$ cat config.mk
export PLATFORM = sky130hd
export DESIGN_NAME = conv_sched_ctrl
export DESIGN_NICKNAME = d
export VERILOG_FILES = /design/src/rtl/conv_sched_ctrl.sv
export SDC_FILE = /design/constraint.sdc
export NUM_CORES = 1
export LEC_CHECK = 0
export ABC_AREA = 1
export CAP_MARGIN = 25
export CORE_MARGIN = 3
export CORE_UTILIZATION = 51
export DETAILED_ROUTE_END_ITERATION = 8
export GPL_ROUTABILITY_DRIVEN = 0
export HOLD_SLACK_MARGIN = 0.06
export PLACE_DENSITY = 0.92
export SKIP_LAST_GASP = 1
export SYNTH_ARGS = -nofsm -noshare
export SYNTH_HDL_FRONTEND = slang
export SYNTH_SLANG_ARGS = --single-unit
$ cat constraint.sdc
create_clock -name clk -period 2.46 [get_ports clk]
set_input_delay 0.369 -clock clk [delete_from_list [all_inputs] [get_ports clk]]
set_output_delay 0.369 -clock clk [all_outputs]
set_load 0.05 [all_outputs]
$ cat src/rtl/conv_sched_ctrl.sv
// conv_sched_ctrl: sequencer for one convolution layer of the IMG2COL/GEMM datapath.
// Latches the layer configuration on an accepted start, runs the weight address
// generator once, then for each output tile runs the img2col generator followed
// by a GEMM drain, and finally pulses done (err qualifies bad config / timeout).
// A watchdog bounds every wait state; abort returns to IDLE without a done pulse.
//
// Ports:
//   clk, rstn                       clock, asynchronous active-low reset
//   start, abort                    layer request (IDLE only), level abort
//   kernel_size/channels/
//   kernel_nums/num_tiles           layer configuration inputs
//   cfg_kernel_size/channels/nums   latched configuration to the generators
//   w_enable / w_done               weight generator enable / finished
//   i_enable / i_done               img2col generator enable / tile finished
//   gemm_flush / gemm_ack           GEMM drain request / drain complete
//   tile_idx                        index of the tile being processed
//   busy, done, err                 status; done is a one-cycle pulse
module conv_sched_ctrl #(
  parameter int KS_W    = 4,
  parameter int CH_W    = 8,
  parameter int KN_W    = 8,
  parameter int TILE_W  = 16,
  parameter int TIMEOUT = 4096
) (
  input  logic              clk,
  input  logic              rstn,
  input  logic              start,
  input  logic              abort,
  input  logic [KS_W-1:0]   kernel_size,
  input  logic [CH_W-1:0]   channels,
  input  logic [KN_W-1:0]   kernel_nums,
  input  logic [TILE_W-1:0] num_tiles,
  output logic [KS_W-1:0]   cfg_kernel_size,
  output logic [CH_W-1:0]   cfg_channels,
  output logic [KN_W-1:0]   cfg_kernel_nums,
  output logic              w_enable,
  input  logic              w_done,
  output logic              i_enable,
  input  logic              i_done,
  output logic              gemm_flush,
  input  logic              gemm_ack,
  output logic [TILE_W-1:0] tile_idx,
  output logic              busy,
  output logic              done,
  output logic              err
);

  localparam int WD_W = $clog2(TIMEOUT);

  typedef enum logic [2:0] {
    IDLE,
    W_LOAD,
    I_LOAD,
    DRAIN,
    FIN,
    ERR
  } state_t;

  state_t            state, state_nxt;
  logic [TILE_W-1:0] ntiles_q;
  logic [WD_W-1:0]   wdog;
  logic              accept;
  logic              tile_adv;
  logic              wd_hit;
  logic              cfg_ok;
  logic              last_tile;

  assign wd_hit    = (wdog == WD_W'(TIMEOUT - 1));
  assign cfg_ok    = (kernel_size != '0) && (channels != '0) &&
                     (kernel_nums != '0) && (num_tiles != '0);
  assign last_tile = (tile_idx == ntiles_q - TILE_W'(1));

  // Priority inside each wait state: abort, then the normal exit, then timeout,
  // so a handshake arriving on the timeout cycle still advances normally.
  always_comb begin
    state_nxt = state;
    accept    = 1'b0;
    tile_adv  = 1'b0;
    case (state)
      IDLE: begin
        if (start && !abort) begin
          if (cfg_ok) begin
            state_nxt = W_LOAD;
            accept    = 1'b1;
          end else begin
            state_nxt = ERR;
          end
        end
      end
      W_LOAD: begin
        if (abort)       state_nxt = IDLE;
        else if (w_done) state_nxt = I_LOAD;
        else if (wd_hit) state_nxt = ERR;
      end
      I_LOAD: begin
        if (abort)       state_nxt = IDLE;
        else if (i_done) state_nxt = DRAIN;
        else if (wd_hit) state_nxt = ERR;
      end
      DRAIN: begin
        if (abort) begin
          state_nxt = IDLE;
        end else if (gemm_ack) begin
          if (last_tile) begin
            state_nxt = FIN;
          end else begin
            state_nxt = I_LOAD;
            tile_adv  = 1'b1;
          end
        end else if (wd_hit) begin
          state_nxt = ERR;
        end
      end
      FIN:     state_nxt = IDLE;
      ERR:     state_nxt = IDLE;
      default: state_nxt = IDLE;
    endcase
  end

  always_ff @(posedge clk or negedge rstn) begin
    if (!rstn) begin
      state           <= IDLE;
      cfg_kernel_size <= '0;
      cfg_channels    <= '0;
      cfg_kernel_nums <= '0;
      ntiles_q        <= '0;
      tile_idx        <= '0;
      wdog            <= '0;
    end else begin
      state <= state_nxt;
      if (accept) begin
        cfg_kernel_size <= kernel_size;
        cfg_channels    <= channels;
        cfg_kernel_nums <= kernel_nums;
        ntiles_q        <= num_tiles;
        tile_idx        <= '0;
      end else if (tile_adv) begin
        tile_idx <= tile_idx + TILE_W'(1);
      end
      if (state_nxt != state)
        wdog <= '0;
      else if (state == W_LOAD || state == I_LOAD || state == DRAIN)
        wdog <= wdog + WD_W'(1);
      else
        wdog <= '0;
    end
  end

  assign w_enable   = (state == W_LOAD);
  assign i_enable   = (state == I_LOAD);
  assign gemm_flush = (state == DRAIN);
  assign busy       = (state != IDLE);
  assign done       = (state == FIN) || (state == ERR);
  assign err        = (state == ERR);

endmodule

After elaboration in Yosys (flattened, before gate mapping)
Index checks and enable logic that the tools add are counted.
{"block": "totals", "latch_bits": 0, "rom_bits": 0, "n_memories": 0, "input_bits": 43, "output_inout_bits": 42, "mem_bits_rw": 0, "wordCells": 55, "reg_bits": 67}
{"block": "op_classes", "n_addsub": 3, "reduce_logical": 15, "mux": 22, "eq_ne": 8, "bitwise": 0, "div": 0, "magnitude_cmp": 0, "shift": 0, "multipliers": 0}
{"cell": "16-bit two-way mux", "count": 2}
{"cell": "3-bit two-way mux", "count": 10}
{"cell": "12-bit two-way mux", "count": 2}
{"cell": "16-bit by 1-bit adder with 16-bit output, second input constant", "count": 1}
{"cell": "16-bit == test", "count": 1}
{"cell": "16-bit nonzero test", "count": 1}
{"cell": "8-bit nonzero test", "count": 2}
{"cell": "16-bit by 1-bit subtractor with 16-bit output, second input constant", "count": 1}
{"cell": "12-bit by 1-bit adder with 12-bit output, second input constant", "count": 1}
{"cell": "12-bit == test, second input constant", "count": 1}
{"cell": "3-bit case mux with 4 select lines", "count": 1}
{"cell": "1-bit two-way mux", "count": 7}
{"cell": "3-bit by 2-bit == test with 1-bit output, second input constant", "count": 2}
{"cell": "3-bit == test, second input constant", "count": 2}
{"cell": "1-bit logical AND", "count": 4}
{"cell": "4-bit nonzero test", "count": 1}
{"cell": "3-bit by 1-bit == test with 1-bit output, second input constant", "count": 1}
{"cell": "3-bit logical NOT", "count": 1}
{"cell": "1-bit logical OR", "count": 3}
{"cell": "3-bit inequality test", "count": 1}
{"cell": "3-bit nonzero test", "count": 1}
{"cell": "2-bit nonzero test", "count": 1}
{"cell": "1-bit logical NOT", "count": 1}

Longest topological paths before layout
{"block": "logic_depth", "ltp_word": 9, "ltp_mapped": 21, "ltp_nobuf": 20}

Least setup slack after synthesis
OpenSTA, ideal clock, no wires.
{"block": "synth_path", "kind": "register to register", "startpoint": "register state[2]", "endpoint": "register wdog[6]", "required_time_ps": 2338, "synth_period_minus_slack_ps": 2761, "arrival_time_ps": 2639, "setup_time_ps": 122, "path_stages_with_launch": 13, "setup_slack_ps": -301, "n_path_buf": 2, "path_cell_list": "dfrtp_1 buf_2 nor3_1 inv_1 nor2_1 o211ai_1 nand2_1 a21oi_1 o21ai_0 nor2_2 nand2_2 buf_6 nor2_2"}
{"block": "synth_via", "elab_cells_between_ends": 18, "classes_between": "eq/ne (4); mux (11); reduce/logical (3)"}
{"element": "from (decl)", "line_no": "59", "text": "state_t state, state_nxt;"}
{"element": "from (signal assigned)", "line_no": "130", "text": "state <= state_nxt;"}
{"element": "3-bit by 1-bit == test with 1-bit output"}
{"element": "via w_enable", "line_no": "36", "text": "output logic w_enable,"}
{"element": "3-bit case mux with 4 select lines", "line_no": "79", "text": "case (state)"}
{"element": "via state_nxt[0]", "line_no": "59"}
{"element": "3-bit inequality test", "line_no": "140", "text": "if (state_nxt != state)"}
{"element": "12-bit two-way mux", "line_no": "140"}
{"element": "to (signal assigned)", "line_no": "143", "text": "wdog <= wdog + WD_W'(1);"}
{"element": "to (decl)", "line_no": "61", "text": "logic [WD_W-1:0] wdog;"}
The timed path passes the listed nets, and every way through them passes these cells.
A chain may end at the register's enable or synchronous reset.

Worst setup path in the final report
{"block": "layout_path", "startpoint": "register state[2]", "endpoint": "output port w_enable"}
{"block": "layout_via", "elab_chain_len": 1}
{"element": "3-bit by 1-bit == test with 1-bit output", "line_no": "149", "text": "assign w_enable = (state == W_LOAD);"}
{"element": "to (decl)", "line_no": "36"}
No other way between the ends.

==> metrics.md <==
| Metric | Value |
|---|---|
| Startpoint types | register |
| F_max | 0.4233 GHz |
| Syn_area_per_cell | 7.218 sq um |
| Initial drt markers | 351 |
| Layout Nets | 694 |
| Routed wire length | 10.96 mm |
| Fin crit share | 96.03% |
| Fin crit period | 2.362 ns |
| Vias per cell | 5.368 |
| CTS tree | done |
| Core Box Area | 7408 sq um |
| Largest net degree at the start of global routing | 44 |
| Starting Density | 53.49% |
| First-pass GRT wire length | 17.97 mm |
| Synth Register Bits | 67 |
| Worst setup EP type | primary output |
| GRT Residual Overflow | 0 |
| Die height | 94.15 microns |
| DIE AREA | 8863 sq um |
| Detailed placement HPWL | 8.213 mm |
| CTS Root Cell | clkbuf_8 |
| Hold Crit Class | reg2reg |
| Sequential area share after synthesis | 42.31% |
| DP Worst Slack | 0.01765 ns |
| Std cell rows | 31 |
| Post-synth cell types | 34 |
| Mapped Nets | 595 |
| Drt first pass iters | 5 |
| Clk slew on worst S/H paths | 0.07 ns |
| Fin. max-slew vios | 0 |
| H-Tree Depth | 3 |
| Detail Route Antenna Nets | 0 |
| Drt drc | 0 |
| Leakage Power | 0.002406 uW |
| Synth area leader | dfrtp_1 |
| CP Data Arrival Time | 1.99 ns |
| Total number of yosys warnings | 0 |
| Drt wl/cell | 14.62 microns |
| Vias in the first global route | 3954 |
| Critical path fanouts, max | 8 |
| Deepest clock path buffer count | 2 |
| Area delta synth->final | 32.11% |
| Post-Synthesis Cells | 549 |
| Power Density | 715.6 nW/um^2 |
| Top post-synthesis cells by area | dfrtp_1, nand2_1, inv_1, nor2_1, nand3_1 |
| Commonest cells after routing, fill and taps aside | nand2_1, clkdlybuf4s50_1, dfrtp_1, inv_1, nor2_1 |
| Post-Place Cells | 731 |
| Layout cells sized above 1 | 12.60% |
| Port bufs | 84 |
| CP required | 2.09 ns |
| Final hold viol count | 0 |
| Mapped Area | 3963 sq um |
| Overall Global Routing Usage | 25.81% |
| Clk_skew | 0.01027 ns |
| CTS buffer count | 9 |
| Worst-skew pair later-pin latency | 0.35 ns |
| Clock sinks | 67 |
| Chip Width | 94.15 microns |
| Worst slew margin | 52.04% |
| Worst Setup Slack, final | 0.09765 ns |
| Synth top area share | 42.31% |
| # diodes | 0 |
| Final setup violation count | 0 |
| Actual slew at the worst max-slew pin | 0.7168 ns |
| Initial antenna violation count | 0 |
| Outcome | finished clean |
| WS Path Type | reg2out |
| Finished Layout Cells | 750 |
| Most common cell after layout, fill and taps aside | nand2_1 |
| Io pins | 85 |
| Setup TNS | 0 ns |
| Max cap viols | 0 |
| Vias post-DR | 4026 |
| Peak supply drop | 0.5218 mV |
==> critical path, stage by stage (launching register included) <==
cell and delay, ns:
dfrtp_1 0.48, nor3_2 0.32, clkdlybuf4s50_1 0.86
==> through the flow <==
step                cell area, sq um  hold slack, ns  util [%]  power, uW
floorplan                       3968         0.07341         -       2380
global placement                4975          0.4096     67.15       2822
detailed placement              4975          0.4074     67.15       2874
CTS                             5152          0.4753     69.55       3689
global route                    5235          0.4936     70.66       3948
finish                          5235          0.4717     70.66       3746
==> kinds of logic (layout without fill, tap and decap cells) <==
group	after synthesis	after routing	share of synthesized area, %
and+or+nand+nor	343	343	39.03
adders and majority gates	3	3	0.9474
AOI/OAI and AO/OA	46	46	6.347
DFF	67	67	42.31
xor gates and xnor gates	16	16	3.884
buffers and inverters	74	176	7.483
==> cells in the mapped netlist <==
cell	number
inv_1	60
o21ai_0	26
o211ai_1	2
xnor3_1	1
a21oi_2	2
a221oi_1	1
nand3_1	35
xnor2_1	6
xor2_1	9
nor2_8	1
dfrtp_1	67
nand2_1	179
o21bai_1	1
nor4_1	13
ha_1	3
nand3b_1	4
nor2_4	3
or2_2	2
nor2_1	52
buf_6	2
nand2_2	7
o31ai_1	1
nor2_2	22
and2_1	1
clkbuf_1	8
nor3_1	16
inv_2	1
buf_2	3
nand3_2	1
o21ai_1	5
nand2_4	1
a21oi_1	8
or2_1	1
nand4_1	5
==> flip-flops by register name (all words and copies together), names as in the netlist <==
register         count
cfg_kernel_nums      8
cfg_channels         8
state                3
tile_idx            16
wdog                12
cfg_kernel_size      4
ntiles_q            16
==> power breakdown <==
group	leakage [uW]	switching (uW)	total (uW)	internal (uW)
Combinational	0.00144	963	1510	545
Clock	0.0000843	403	812	408
Sequential	0.000878	157	1430	1270
==> layer usage <==
metal	share of wire, %	up-vias	global-route usage, %	routed length [microns]
li1	-	1941	-	-
met1	41	1890	31.95	4449
met2	50	160	44.33	5446
met3	6.5	35	3.846	716
met4	3.2	0	11.67	348
met5	0	-	0	0
==> cell type report <==
class,count,area [sq um]
well taps,99,123.9
flip-flops and latches,67,1677
clock inverters,2,12.51
multi-input cells,408,2043
clock buffers,12,155.1
fillers,565,2173
inverters,61,229.0
repair buffers,101,994.7
==> path summary, 6_finish.rpt <==
path,startpoint,end,slack (ns),cells past startpoint
worst max-delay path,state[2],w_enable,0.1,2
worst min-delay path,cfg_kernel_nums[5],cfg_kernel_nums[5],0.47,2
worst max register to register,ntiles_q[0],wdog[11],0.12,20
worst min register to register,cfg_kernel_nums[5],cfg_kernel_nums[5],0.47,2
max in group asynchronous,rstn,ntiles_q[1],1.24,3
min in group asynchronous,rstn,ntiles_q[10],0.57,2
==> repair_timing <==
action	CTS	global route
endpoints found under the hold margin	24	0
endpoints found under the setup margin	0	28
hold buffers	1	0
setup buffers	0	4
resized for setup	0	15
Power figures use the tool's default switching activity.
